$ cat src/rtl/uart_pkg.sv
// rtl/uart_pkg.sv - shared constants, FSM encoding and sizing helpers for the UART transmitter
package uart_pkg;

    localparam int DEFAULT_CPU_CLOCK_FREQ = 50_000_000;
    localparam int DEFAULT_BAUD_RATE      = 115200;
    localparam int UART_FRAME_BITS        = 10;   // start + 8 data + stop

    typedef enum logic [1:0] {
        ST_IDLE  = 2'd0,
        ST_START = 2'd1,
        ST_DATA  = 2'd2,
        ST_STOP  = 2'd3
    } tx_state_e;

    // Core clock cycles per transmitted bit
    function automatic int symbol_edge_time(input int clk_hz, input int baud);
        return clk_hz / baud;
    endfunction

    // Width of a counter that runs 0..set-1; never narrower than one bit
    function automatic int baud_cnt_width(input int set);
        return (set > 1) ? $clog2(set) : 1;
    endfunction

endpackage

$ cat src/rtl/sync_fifo.sv
// rtl/sync_fifo.sv - single-clock FIFO with registered occupancy count
module sync_fifo #(
    parameter int WIDTH = 8,
    parameter int DEPTH = 4
) (
    input  logic             clk,
    input  logic             rst,
    input  logic             push,
    input  logic [WIDTH-1:0] push_data,
    input  logic             pop,
    output logic [WIDTH-1:0] pop_data,
    output logic             full,
    output logic             empty
);

    localparam int AW = $clog2(DEPTH);

    logic [WIDTH-1:0] mem_q [DEPTH];
    logic [AW-1:0]    wr_ptr_q, wr_ptr_d;
    logic [AW-1:0]    rd_ptr_q, rd_ptr_d;
    logic [AW:0]      count_q,  count_d;
    logic             do_push, do_pop;

    // Status comes straight from the registered count, so a same-cycle pop never frees room
    assign full     = (count_q == (AW+1)'(DEPTH));
    assign empty    = (count_q == '0);
    assign do_push  = push && !full;
    assign do_pop   = pop && !empty;
    assign pop_data = mem_q[rd_ptr_q];

    // Pointer and count update; pointers wrap naturally because DEPTH is a power of two
    always_comb begin
        wr_ptr_d = wr_ptr_q;
        rd_ptr_d = rd_ptr_q;
        count_d  = count_q;
        if (do_push) wr_ptr_d = wr_ptr_q + AW'(1);
        if (do_pop)  rd_ptr_d = rd_ptr_q + AW'(1);
        case ({do_push, do_pop})
            2'b10:   count_d = count_q + (AW+1)'(1);
            2'b01:   count_d = count_q - (AW+1)'(1);
            default: count_d = count_q;
        endcase
    end

    // Control state; clearing the count flushes the FIFO on reset
    always_ff @(posedge clk or posedge rst) begin
        if (rst) begin
            wr_ptr_q <= '0;
            rd_ptr_q <= '0;
            count_q  <= '0;
        end else begin
            wr_ptr_q <= wr_ptr_d;
            rd_ptr_q <= rd_ptr_d;
            count_q  <= count_d;
        end
    end

    // Storage array; contents are don't-care until written
    always_ff @(posedge clk) begin
        if (do_push) mem_q[wr_ptr_q] <= push_data;
    end

endmodule

$ cat src/rtl/uart_tx_fifo.sv
// rtl/uart_tx_fifo.sv - FIFO-buffered 8N1 UART transmitter with full/idle/overflow status
module uart_tx_fifo
    import uart_pkg::*;
#(
    parameter int CPU_CLOCK_FREQ = DEFAULT_CPU_CLOCK_FREQ,
    parameter int BAUD_RATE      = DEFAULT_BAUD_RATE,
    parameter int FIFO_DEPTH     = 4
) (
    input  logic       clk,
    input  logic       rst,
    input  logic       tx_wr,
    input  logic [7:0] tx_data,
    input  logic       ovf_clr,
    output logic       tx_full,
    output logic       tx_idle,
    output logic       tx_ovf,
    output logic       serial_out
);

    localparam int SYMBOL_EDGE_TIME = symbol_edge_time(CPU_CLOCK_FREQ, BAUD_RATE);
    localparam int CW               = baud_cnt_width(SYMBOL_EDGE_TIME);
    localparam logic [CW-1:0] BAUD_LAST = CW'(SYMBOL_EDGE_TIME - 1);
    localparam logic [2:0]    LAST_BIT  = 3'(UART_FRAME_BITS - 3);

    tx_state_e   state_q,    state_d;
    logic [CW-1:0] baud_cnt_q, baud_cnt_d;
    logic [2:0]  bit_idx_q,  bit_idx_d;
    logic [7:0]  shift_q,    shift_d;
    logic        ovf_q,      ovf_d;
    logic        serial_q,   serial_d;

    logic        fifo_pop;
    logic        fifo_full;
    logic        fifo_empty;
    logic [7:0]  fifo_dout;
    logic        baud_end;

    sync_fifo #(
        .WIDTH (8),
        .DEPTH (FIFO_DEPTH)
    ) u_fifo (
        .clk       (clk),
        .rst       (rst),
        .push      (tx_wr),
        .push_data (tx_data),
        .pop       (fifo_pop),
        .pop_data  (fifo_dout),
        .full      (fifo_full),
        .empty     (fifo_empty)
    );

    assign baud_end   = (baud_cnt_q == BAUD_LAST);
    assign tx_full    = fifo_full;
    assign tx_idle    = (state_q == ST_IDLE) && fifo_empty;
    assign tx_ovf     = ovf_q;
    assign serial_out = serial_q;

    // Frame sequencer: pops a byte, walks start/data/stop one bit period each, chains frames
    always_comb begin
        state_d    = state_q;
        baud_cnt_d = baud_cnt_q;
        bit_idx_d  = bit_idx_q;
        shift_d    = shift_q;
        fifo_pop   = 1'b0;
        case (state_q)
            ST_IDLE: begin
                baud_cnt_d = '0;
                bit_idx_d  = '0;
                if (!fifo_empty) begin
                    fifo_pop = 1'b1;
                    shift_d  = fifo_dout;
                    state_d  = ST_START;
                end
            end
            ST_START: begin
                if (baud_end) begin
                    baud_cnt_d = '0;
                    bit_idx_d  = '0;
                    state_d    = ST_DATA;
                end else begin
                    baud_cnt_d = baud_cnt_q + CW'(1);
                end
            end
            ST_DATA: begin
                if (baud_end) begin
                    baud_cnt_d = '0;
                    shift_d    = shift_q >> 1;
                    if (bit_idx_q == LAST_BIT) begin
                        state_d = ST_STOP;
                    end else begin
                        bit_idx_d = bit_idx_q + 3'd1;
                    end
                end else begin
                    baud_cnt_d = baud_cnt_q + CW'(1);
                end
            end
            ST_STOP: begin
                if (baud_end) begin
                    baud_cnt_d = '0;
                    // Chain straight into the next start bit so back-to-back frames have no gap
                    if (!fifo_empty) begin
                        fifo_pop = 1'b1;
                        shift_d  = fifo_dout;
                        state_d  = ST_START;
                    end else begin
                        state_d = ST_IDLE;
                    end
                end else begin
                    baud_cnt_d = baud_cnt_q + CW'(1);
                end
            end
            default: state_d = ST_IDLE;
        endcase
    end

    // Line level follows the current state one cycle later; sticky overflow with set winning over clear
    always_comb begin
        serial_d = 1'b1;
        case (state_q)
            ST_START: serial_d = 1'b0;
            ST_DATA:  serial_d = shift_q[0];
            default:  serial_d = 1'b1;
        endcase
        ovf_d = (tx_wr && fifo_full) || (ovf_q && !ovf_clr);
    end

    // State registers; reset drives the line high immediately and aborts any frame
    always_ff @(posedge clk or posedge rst) begin
        if (rst) begin
            state_q    <= ST_IDLE;
            baud_cnt_q <= '0;
            bit_idx_q  <= '0;
            shift_q    <= '0;
            ovf_q      <= 1'b0;
            serial_q   <= 1'b1;
        end else begin
            state_q    <= state_d;
            baud_cnt_q <= baud_cnt_d;
            bit_idx_q  <= bit_idx_d;
            shift_q    <= shift_d;
            ovf_q      <= ovf_d;
            serial_q   <= serial_d;
        end
    end

endmodule

$ cat config.mk
export PLATFORM = sky130hd
export DESIGN_NAME = uart_tx_fifo
export DESIGN_NICKNAME = d
export VERILOG_FILES = /design/src/rtl/uart_pkg.sv /design/src/rtl/sync_fifo.sv /design/src/rtl/uart_tx_fifo.sv
export SDC_FILE = /design/constraint.sdc
export NUM_CORES = 1
export LEC_CHECK = 0
export BUFFER_PORTS_ARGS = -buffer_cell sky130_fd_sc_hd__buf_2
export CAP_MARGIN = 15
export CORE_MARGIN = 3
export CORE_UTILIZATION = 38
export CTS_BUF_LIST = sky130_fd_sc_hd__clkbuf_8
export DETAILED_ROUTE_END_ITERATION = 12
export PLACE_DENSITY_LB_ADDON = 0.05
export SYNTH_ARGS = -nofsm -noshare
export SYNTH_HDL_FRONTEND = slang
export SYNTH_SLANG_ARGS = --single-unit
$ cat constraint.sdc
create_clock -name clk -period 2.87 [get_ports clk]
set_clock_uncertainty 0.05 [all_clocks]
set_input_delay 0 -clock clk [delete_from_list [all_inputs] [get_ports clk]]
set_output_delay 0 -clock clk [all_outputs]
set_load 0.005 [all_outputs]
### Word level (Yosys, flattened, before mapping)

Memories as Yosys holds them, arrays and structs flattened.
Cells that the tools add are included.

| storage, ports and cells | value |
|---|---|
| flip-flop bits (word level) | 31 |
| memory bits (writable) | 32 |
| input port bits | 12 |
| word-level logic and storage cells | 72 |
| memories kept | 1 |

Memories:

| name | words | bits a word | rd ports | clocked after Yosys merged registers in | write ports | line | text |
|---|---|---|---|---|---|---|---|
| u_fifo.mem_q | 4 | 8 | 1 | 0 | 1 | sync_fifo.sv:18 | `logic [WIDTH-1:0] mem_q [DEPTH];` |

| operators by class | value |
|---|---|
| add/subtract/negate cells | 6 |
| equality and inequality tests | 14 |
| mux-type cells | 24 |
| reductions and logical operators | 18 |

Operators by type and width:

| cell | count |
|---|---|
| $mux W8 | 3 |
| $pmux W8 S3 | 1 |
| $pmux W9 S2 | 1 |
| $ne A2 B2 Y1 const B | 6 |
| $mux W2 | 5 |
| $add A9 B1 Y9 const B | 1 |
| $eq A9 B9 Y1 const B | 1 |
| $mux W3 | 3 |
| $mux W9 | 1 |
| $pmux W3 S3 | 1 |
| $pmux W2 S4 | 1 |
| $add A3 B1 Y3 const B | 2 |
| $eq A2 B2 Y1 const B | 3 |
| $eq A3 B3 Y1 const B | 2 |
| $pmux W3 S2 | 1 |
| $reduce_bool A3 Y1 | 2 |
| $logic_and A1 B1 Y1 | 5 |
| $mux W1 | 5 |
| $reduce_and A5 Y1 | 1 |
| $add A2 B1 Y2 const B | 2 |
| $eq A2 B1 Y1 const B | 2 |
| $pmux W1 S2 | 2 |
| $reduce_and A4 Y1 | 1 |
| $logic_not A1 Y1 | 3 |
| other kinds (7) | 7 |

### Longest topological paths before layout

| logic depth | value |
|---|---|
| depth after elaboration | 7 |
| gate-level depth with buffers | 11 |
| mapped depth without buffers | 11 |

### Modules after synthesis

Synthesis repeated with hierarchy kept, for this count alone.

| unflattened totals | value |
|---|---|
| cells, all modules | 197 |
| area total of the unflattened synthesis | 2909.0 µm² |

Modules (own cells, without submodules):

| module | times used | cells an instance | area each (µm²) |
|---|---|---|---|
| sync_fifo | 1 | 80 | 1596.5 |
| uart_tx_fifo | 1 | 117 | 1312.5 |

### Least setup slack after synthesis

No wires, ideal clock.

| path | value |
|---|---|
| kind | register to register |
| start point | reg baud_cnt_q[1] |
| end point | reg u_fifo.count_q[2] |
| data arrival time | 2.048 ns |
| required time | 2.741 ns |
| slack | 0.692 ns |
| stages on the path, launching flop included | 12 |
| path buffers | 0 |
| period minus slack after synthesis | 2.178 ns |
| path through | dfrtp_1 > inv_1 > ha_1 > nand4b_1 > nor3_1 > o21a_1 > ha_1 > inv_1 > fa_1 > xor2_1 > nor2_1 > xor2_1 |

| on the way | value |
|---|---|
| word-level cells in the longest chain between the ends | 6 |
| elaborated cells on any way between the ends | 8 |

RTL lines:

| item | line | text |
|---|---|---|
| start: declaration | uart_tx_fifo.sv:26 | `logic [CW-1:0] baud_cnt_q, baud_cnt_d;` |
| start signal: assignment | uart_tx_fifo.sv:138 | `baud_cnt_q <= baud_cnt_d;` |
| $eq A9 B9 Y1 (*) | uart_tx_fifo.sv:52 | `assign baud_end = (baud_cnt_q == BAUD_LAST);` |
| $mux W1 (*) | uart_tx_fifo.sv:98 | `if (baud_end) begin` |
| $pmux W1 S2 (*) | uart_tx_fifo.sv:65 | `case (state_q)` |
| $logic_and A1 B1 Y1 (*) | sync_fifo.sv:28 | `assign do_pop = pop && !empty;` |
| named net u_fifo.do_pop | sync_fifo.sv:22 | `logic do_push, do_pop;` |
| $eq A2 B1 Y1 or $eq A2 B2 Y1 (tied branches) | sync_fifo.sv:38 | `case ({do_push, do_pop})` |
| $pmux W3 S2 or $reduce_bool A2 Y1 (tied branches) | -- |  |
| end signal: assignment | sync_fifo.sv:54 | `count_q <= count_d;` |
| end: declaration | sync_fifo.sv:21 | `logic [AW:0] count_q, count_d;` |

Mark *: on every way through the listed nets, which the timed path passes. The rest lies on a longest branch.
A chain may end at the register's enable or synchronous reset.

### Worst setup path after layout

| path | value |
|---|---|
| start point | reg state_q[1] |
| end point | reg u_fifo.count_q[2] |

| on the way | value |
|---|---|
| word-level cells in the longest chain between the ends | 5 |
| elaborated cells on any way between the ends | 8 |

RTL lines:

| item | line | text |
|---|---|---|
| start: declaration | uart_tx_fifo.sv:25 | `tx_state_e state_q, state_d;` |
| start signal: assignment | uart_tx_fifo.sv:137 | `state_q <= state_d;` |
| $eq A2 B2 Y1 or $logic_not A2 Y1 (tied branches) | uart_tx_fifo.sv:65 |  |
| $pmux W1 S2 (*) | uart_tx_fifo.sv:65 |  |
| $logic_and A1 B1 Y1 (*) | sync_fifo.sv:28 |  |
| named net u_fifo.do_pop | sync_fifo.sv:22 |  |
| $eq A2 B1 Y1 or $eq A2 B2 Y1 (tied branches) | sync_fifo.sv:38 |  |
| $pmux W3 S2 or $reduce_bool A2 Y1 (tied branches) | -- |  |

Marks and branches as above.

==> impl_metrics.yaml <==
status:
  status: "finished clean"
die:
  start_util_pct: 39.4
  die_y_um: 93.0
  pin_count: 16
  die_w_um: 93.0
  core_area_um2: 7290
  dieArea_um2: 8650
  row_count: 31
power_and_ir_drop:
  peakVddDrop_v: 0.000491
  p_per_area_nw_per_um2: 1010
  p_leak_nw: 1.37
  power_w: 0.00341
synth:
  ys_types: 37
  synth_fp_nets: 224
  yosysWarningCount: 0
  yosys_register_bits: 63
  async_flop_share_pct: 49.2
  ys.flop_type: "edfxtp_1"
  seq_area_frac_synth_pct: 60.4
  synth_edf_count: 32
  synthCells: 196
  netlist_area_um2: 2880
  synth_area_per_cell_um2: 14.7
detailed_routing:
  drt_iter0_markers: 41
  postRouteAntennaNets: 0
  vias: 1606
  drtPass1Iterations: 4
  routed_via_density: 4.81
  detail_route.wl_per_cell_um: 14.7
  wirelength_mm: 4.93
  drc: 0
layout:
  fillers: 700
  multi_input_area_um2: 1040
  final_util_pct: 46.3
  seqCellArea_um2: 1740
  drive_gt1_share_pct: 25.5
  antenna_cells: 0
  area_growth_pct: 17.3
  fin_nets: 258
grt:
  grt_pass1_wl_mm: 8.25
  antenna_found_initial: 0
  grt_usage_pct: 12.8
  grt_pass1_vias: 1665
  gr-total-overflow: 0
  grt_max_degree: 32
timing:
  hold_viol_final: 0
  grt_setup_unrepaired: "no"
  finalSetupViolations: 0
  slew_violations: 0
  timing.slew.headroom_pct: 60.1
  min_period_ps: 2470
  finalCritPeriodShare_pct: 86.2
  max_freq_mhz: 404
  tightest_slew_ps: 598
  hold_ws_ps: 88.3
  finalSetupTns_ps: 0
clock_network:
  insertion_delay_ps: 330
  post_cts_buffers: 0
  cts-root-buf: "clkbuf_8"
  htreeDepth: 3
  cts_tree: "done"
  cts.clk_slew.worst_paths_ps: 70
  cts_buffers: 9
  clockBufferDepth: 2
  clock_sinks: 63
place:
  gp_congestion: 0.706
  portBuffers: 15
  dpl.hpwl_mm: 3.40
critical_path:
  cp_max_fo: 5
  crit_arrival_ps: 2670
  critical_path_class: "reg -> reg"
  end_kind: "flop"
  crit_required_ps: 3070
  start_kind: "flop"
flow_run:
  drv_cap: 0
hold_path:
  hold_path_class: "in -> reg"
[power by group]
| group | total [W] | leakage, nW | internal (W) | switching (W) |
|---|---|---|---|---|
| Clock | 0.000814 | 0.108 | 0.000482 | 0.000332 |
| Sequential | 0.00143 | 0.678 | 0.00123 | 0.000202 |
| Combinational | 0.00116 | 0.583 | 0.000616 | 0.000544 |
[placed cells by master, fill, tap and decap left out, drive strengths merged, types with 2 or more instances in the layout]
cell / n
xnor2: 9
nor2: 18
and2: 5
mux2: 19
dfrtp: 30
buf: 16
dlygate4sd3: 11
nand2: 3
edfxtp: 32
xor2: 4
a32o: 2
nand3: 3
inv: 18
o21ai: 3
o211ai: 4
ha: 15
clkinv: 3
nor3: 4
clkbuf: 9
o21a: 2
bufinv: 2
mux4: 8
[cells by family after synthesis]
family / share of synthesized area (%)
muxes: 14.2
xor gates and xnor gates: 3.96
and+or+nand+nor: 7.22
adders and majority gates: 7.22
buffers and inverters: 3.31
DFF: 60.4
AOI/OAI and AO/OA: 3.66
[registers in the layout, summed over array words and instances (netlist names)]
register         count
baud_cnt_q           9
bit_idx_q            3
serial_out           1
shift_q              8
state_q              2
tx_ovf               1
u_fifo.count_q       3
u_fifo.mem_q        32
u_fifo.rd_ptr_q      2
u_fifo.wr_ptr_q      2
[stage by stage]
stage / cells / area (um^2) / setup WS, ps
6_report: 334 / 3370 / 396
5_1_grt: 334 / 3370 / 273
4_1_cts: 334 / 3370 / 390
3_5_place_dp: 307 / 3050 / 394
3_3_place_gp: 307 / 3050 / 545
2_1_floorplan: 196 / 2880 / 692
[final cells by class]
cell class	count	area share, %
Tap cell	99	3.67
Multi-Input combinational cell	112	30.9
Clock inverter	7	2.63
Timing Repair Buffer	27	5.71
Clock buffer	9	3.67
Sequential cell	63	51.5
Inverter	17	1.89
[Yosys cell counts, types with 2 or more instances]
library cell,count,area [um^2]
nand3_1,3,15.0
a32o_1,2,20.0
o211ai_1,4,30.0
buf_6,2,22.5
o21a_1,2,15.0
nor2_1,17,63.8
xnor2_1,9,78.8
ha_1,15,188
dfrtp_1,30,751
inv_1,17,63.8
mux2_2,19,214
o21ai_0,2,10.0
and2_1,5,31.3
edfxtp_1,32,961
mux4_2,7,158
nor3_1,4,20.0
nand2_1,3,11.3
xor2_1,4,35.0
[timing repair]
action / 4_1_cts / 5_1_grt
hold endpoints to repair: 63 / 0
endpoints found under the setup margin: 0 / 0
hold buffers: 11 / 0
resized for setup: 0 / 0
[routing by layer]
| layer | share of wire [%] | vias to the layer above | track usage [%] |
|---|---|---|---|
| met5 | 0 | - | 0 |
| met4 | 1.6 | 0 | 6.96 |
| met3 | 3.3 | 9 | 2.90 |
| met2 | 48 | 24 | 19.8 |
| met1 | 47 | 804 | 16.6 |
| li1 | - | 769 | - |
[path summary, 6_finish.rpt]
kind                                    from                  to  slack (ps)  cells after the start
setup / recovery                  state_q[1]   u_fifo.count_q[2]         400                     10
hold / removal                         tx_wr  u_fifo.wr_ptr_q[0]          90                      3
setup reg to reg                  state_q[1]   u_fifo.count_q[2]         400                     10
hold reg to reg            u_fifo.count_q[0]   u_fifo.count_q[0]         450                      1
max in group asynchronous                rst          serial_out        2190                      4
min in group asynchronous                rst  u_fifo.wr_ptr_q[1]         240                      4
[worst max-delay path, stage by stage, from the launching register on]
cell and delay [ps]:
dfrtp_1 420, ha_1 250, inv_1 100, nor3_1 310
o21a_1 200, ha_1 190, inv_1 60, fa_1 380
xor2_1 160, nor2_1 110, xor2_1 160
No activity file was read; power rests on OpenSTA's default activity.
